File: src/rtl/usr_pkg.sv
// Shared op encoding for the universal shift register and its bench.
// USR_ROTATE_EN selects whether rotate codes move data and count as shifts.
package usr_pkg;

    typedef enum logic [2:0] {
        USR_HOLD  = 3'b000,
        USR_SHR   = 3'b001,
        USR_SHL   = 3'b010,
        USR_LOAD  = 3'b011,
        USR_ROR   = 3'b100,
        USR_ROL   = 3'b101,
        USR_ZERO  = 3'b110,
        USR_HOLD2 = 3'b111
    } usr_op_e;

    // True for every op that moves data one position and advances the count.
    function automatic logic usr_is_step(input usr_op_e op);
`ifdef USR_ROTATE_EN
        return (op == USR_SHR) || (op == USR_SHL) || (op == USR_ROR) || (op == USR_ROL);
`else
        return (op == USR_SHR) || (op == USR_SHL);
`endif
    endfunction

endpackage

File: src/rtl/usr_shift_counter.sv
// Shift-progress tracker: busy from load until WIDTH steps, one-cycle done pulse.
module usr_shift_counter #(
    parameter int WIDTH = 4,
    localparam int CNT_W = (WIDTH > 2) ? $clog2(WIDTH) : 1
) (
    input  logic clk,
    input  logic clr,
    input  logic start,
    input  logic step,
    output logic busy,
    output logic done
);

    logic [CNT_W-1:0] cnt;

    always_ff @(posedge clk) begin
        if (clr) begin
            cnt  <= '0;
            busy <= 1'b0;
            done <= 1'b0;
        end else begin
            done <= 1'b0;
            if (start) begin
                // a reload while busy restarts the count without finishing
                cnt  <= '0;
                busy <= 1'b1;
            end else if (step && busy) begin
                if (cnt == CNT_W'(WIDTH - 1)) begin
                    cnt  <= '0;
                    busy <= 1'b0;
                    done <= 1'b1;
                end else begin
                    cnt <= cnt + 1'b1;
                end
            end
        end
    end

endmodule

File: src/rtl/universal_shift_reg_n.sv
// Universal shift register: load/shift/rotate/zero with shift-progress flags.
// Rotate codes are live only when USR_ROTATE_EN is defined; otherwise they hold.
module universal_shift_reg_n
    import usr_pkg::*;
#(
    parameter int WIDTH = 4
) (
    input  logic             clk,
    input  logic             clr,
    input  logic             en,
    input  logic [2:0]       sel,
    input  logic [WIDTH-1:0] parin,
    input  logic             sin_r,
    input  logic             sin_l,
    output logic [WIDTH-1:0] out,
    output logic             sout_r,
    output logic             sout_l,
    output logic             busy,
    output logic             done
);

    usr_op_e          op;
    logic [WIDTH-1:0] q, nxt;
    logic             start, step, cnt_clr;

    assign op = usr_op_e'(sel);

    always_comb begin
        nxt = q;
        case (op)
            USR_SHR:  nxt = {sin_r, q[WIDTH-1:1]};
            USR_SHL:  nxt = {q[WIDTH-2:0], sin_l};
            USR_LOAD: nxt = parin;
`ifdef USR_ROTATE_EN
            USR_ROR:  nxt = {q[0], q[WIDTH-1:1]};
            USR_ROL:  nxt = {q[WIDTH-2:0], q[WIDTH-1]};
`endif
            USR_ZERO: nxt = '0;
            default:  nxt = q;
        endcase
    end

    always_ff @(posedge clk) begin
        if (clr)
            q <= '0;
        else if (en)
            q <= nxt;
    end

    // the zero op abandons any word in flight, same as a reset of the tracker
    assign start   = en && (op == USR_LOAD);
    assign step    = en && usr_is_step(op);
    assign cnt_clr = clr || (en && (op == USR_ZERO));

    usr_shift_counter #(.WIDTH(WIDTH)) u_cnt (
        .clk   (clk),
        .clr   (cnt_clr),
        .start (start),
        .step  (step),
        .busy  (busy),
        .done  (done)
    );

    assign out    = q;
    assign sout_r = q[0];
    assign sout_l = q[WIDTH-1];

endmodule

File: config.mk
export PLATFORM = sky130hd
export DESIGN_NAME = universal_shift_reg_n
export DESIGN_NICKNAME = d
export VERILOG_FILES = /design/src/rtl/usr_pkg.sv /design/src/rtl/usr_shift_counter.sv /design/src/rtl/universal_shift_reg_n.sv
export SDC_FILE = /design/constraint.sdc
export NUM_CORES = 1
export LEC_CHECK = 0
export CELL_PAD_IN_SITES_DETAIL_PLACEMENT = 1
export CELL_PAD_IN_SITES_GLOBAL_PLACEMENT = 1
export CORE_AREA = 5 5 49 47
export CTS_BUF_LIST = sky130_fd_sc_hd__clkbuf_8
export DETAILED_ROUTE_END_ITERATION = 10
export DIE_AREA = 0 0 54 52
export PLACE_DENSITY = 0.79
export SLEW_MARGIN = 20
export SYNTH_ARGS = -nofsm -noshare
export SYNTH_HDL_FRONTEND = slang
export SYNTH_SLANG_ARGS = --single-unit
File: constraint.sdc
create_clock -name clk -period 1.55 [get_ports clk]
set_input_delay 0.31 -clock clk [delete_from_list [all_inputs] [get_ports clk]]
set_output_delay 0.31 -clock clk [all_outputs]
set_load 0.02 [all_outputs]
==> results of run 1 <==
## metrics by stage
step	hold slack (ns)	TNS [ns]	util, %	worst slack, ns
4_1_cts	0.479	0	45.8	0.0153
3_5_place_dp	0.473	-1.43	43.7	-0.219
2_1_floorplan	0.382	0	-	0.316
5_1_grt	0.493	0	46.5	0.00910
6_report	0.476	0	46.5	0.0958
3_3_place_gp	0.469	-1.36	43.7	-0.201
## worst paths after layout
path / endpoint / start / slack [ns] / depth (start not counted)
max reg2reg: u_cnt.cnt[0] / u_cnt.cnt[0] / 0.32 / 3
min reg2reg: u_cnt.cnt[1] / u_cnt.cnt[1] / 0.48 / 2
min: u_cnt.cnt[1] / u_cnt.cnt[1] / 0.48 / 2
max: u_cnt.cnt[0] / sel[1] / 0.1 / 4
## worst min-delay path, delay by kind of cell (launching register included)
family | cells | cell delay [ns]
AOI/OAI and AO/OA | 2 | 0.13
DFF | 1 | 0.30
## registers in the layout, indices dropped and copies added, names as in the netlist
name        count
out             4
u_cnt.busy      1
u_cnt.cnt       2
u_cnt.done      1
## kinds of logic after synthesis
kind of cell               after synthesis  synth area share (%)
buffers and inverters                    8                  8.78
adders and majority gates                1                  2.44
AOI/OAI and AO/OA                       23                  30.5
muxes                                    3                  6.58
xor gates and xnor gates                 3                  5.12
DFF                                      8                  31.2
and+or+nand+nor                         13                  15.4
## area by class of cell
class / instances / area share, %
multi-input combinational: 43 / 37.5
timing repair buffer: 30 / 33.5
sequential: 8 / 19.3
tap: 25 / 3.78
clock buffer: 3 / 4.98
inverter: 2 / 0.906
## placed cells by master, fill, tap and decap left out, drive strengths merged, types with 2 or more instances in the layout
master and instances:
dlymetal6s2s 4, clkdlybuf4s50 11, buf 11, dfxtp 8, mux2 3, inv 2
a211oi 3, a22oi 3, xor2 2, clkbuf 3, a21boi 2, a21oi 7
o21ai 2, dlygate4sd2 4, nand3 3
## power breakdown
part           internal [mW]  total [mW]  switching (mW)
registers              0.216       0.226         0.00967
logic                 0.0915       0.166          0.0744
clock network          0.168       0.243          0.0749
## routing by layer
| layer | up-vias | wire length, um | global-route usage [%] |
|---|---|---|---|
| li1 | 270 | - | - |
| met5 | - | 0 | 0 |
| met3 | 2 | 53 | 4.58 |
| met2 | 9 | 869 | 23.2 |
| met1 | 254 | 646 | 14.8 |
| met4 | 0 | 17 | 2.49 |
==> metrics.yaml, run 1 <==
status:
  status: "finished, final reports clean"
power:
  power.total_mw: 0.635
  leakage_nw: 0.398
  powerDensity_nw_per_um2: 766
  irDropWorstVdd_v: 0.000663
drt:
  drt-initial-drc-count: 5
  wirelength_mm: 1.59
  final_antenna_net_count: 0
  drt-wirelength-per-cell_um: 14.3
  viasPerCell: 4.82
  vias: 535
  dr.pass1.iters: 3
  drcViolationCount: 0
synth:
  yosys_warnings: 0
  yosys-top-cells-area: "dfxtp_1 31%, a21oi_1 6.8%, mux2_2 6.6%"
  yosysMostFrequentCell: "dfxtp_1"
  synth_seq_cells: 8
  synth_async_sr_flop_share_pct: 0
  syn_nets: 72
  yosys-top-cells-count: "8 x dfxtp_1, 7 x a21oi_1, 4 x buf_4"
  synth_largest_area_cell: "dfxtp_1"
  synth_edf_count: 0
  synth_top_area_share_pct: 31.2
  ys.flop_type: "dfxtp_1"
  syn_area_per_cell_um2: 8.69
  syn_inst: 59
  ys_seq_area_share_pct: 31.2
  syn_area_um2: 513
  synth_cell_types: 31
final_layout:
  seq_area_um2: 160
  drive_gt1_share_pct: 24.4
  fin_area_um2: 828
  nFillCells: 205
  finalNetCount: 101
  antenna_cells: 0
  syn2layout_area_growth_pct: 61.5
  stdcell_count: 111
  multi_input_area_um2: 310
critical_path:
  cp_max_fo: 5
  crit_path_start_kind: "primary input"
  endpoint_kind: "flop"
  cp.required_ns: 1.71
  slowest_delay_ns: 0.57
  crit_family: "buffers and inverters"
  path_buf_inv: 1
  critical_path_class: "in -> reg"
  worstPathArrival_ns: 1.61
  slowest_stage: "clkdlybuf4s50_1"
  crit_path_cell_trace: "clkdlybuf4s50_1 > xnor2_1 > or4_1 > a21oi_1"
clock_network:
  numCtsBuffers: 3
  cts_tree: "built"
  hold_buffers: 0
  clock_latency_ns: 0.22
  postCtsSetupBuffers: 0
  root_buffer: "clkbuf_8"
  clockBufferDepth: 2
  cts_sinks: 8
  clk_transition_reported_paths_ns: 0.04
  htreeDepth: 1
  cts_resized: 4
sta:
  period_needed_ns: 1.45
  relSlewSlack_pct: 79.2
  tightest_slew_ns: 0.312
  rsz0062_at_grt: "false"
  skew_ns: 0.000179
  fmax_mhz: 688
  fin_crit_sh_pct: 93.8
  finalMaxSlewViolations: 0
  setup_viol: 0
  finalHoldViolCount: 0
die:
  core_um2: 1780
  die_y_um: 52
  rows: 15
  die-area_um2: 2810
  die_w_um: 54
  io_pins: 20
  start_util_pct: 28.8
grt:
  antenna_found_initial: 0
  grt_max_degree: 9
  grt_pass1_vias: 555
  grt_pass1_wl_mm: 2.63
  grt.total_usage_pct: 13.1
  grt.overflow.total: 0
placement:
  dpl-instance-area_um2: 779
  numPlacedInstances: 108
  routabilityCongestion: 0.797
  dpl.hpwl_mm: 1.31
  io_buffer_count: 19
hold_path:
  holdCritPathClass: "reg -> reg"
run:
  drv_cap: 0
No activity file was read; power rests on OpenSTA's default activity.
==> run 2, diff against run 1 <==
Settings changed: GPL_ROUTABILITY_DRIVEN set to 0.
==> results of run 2 <==
Same layout as run 1: the final DEF is identical, and so are final timing and power.
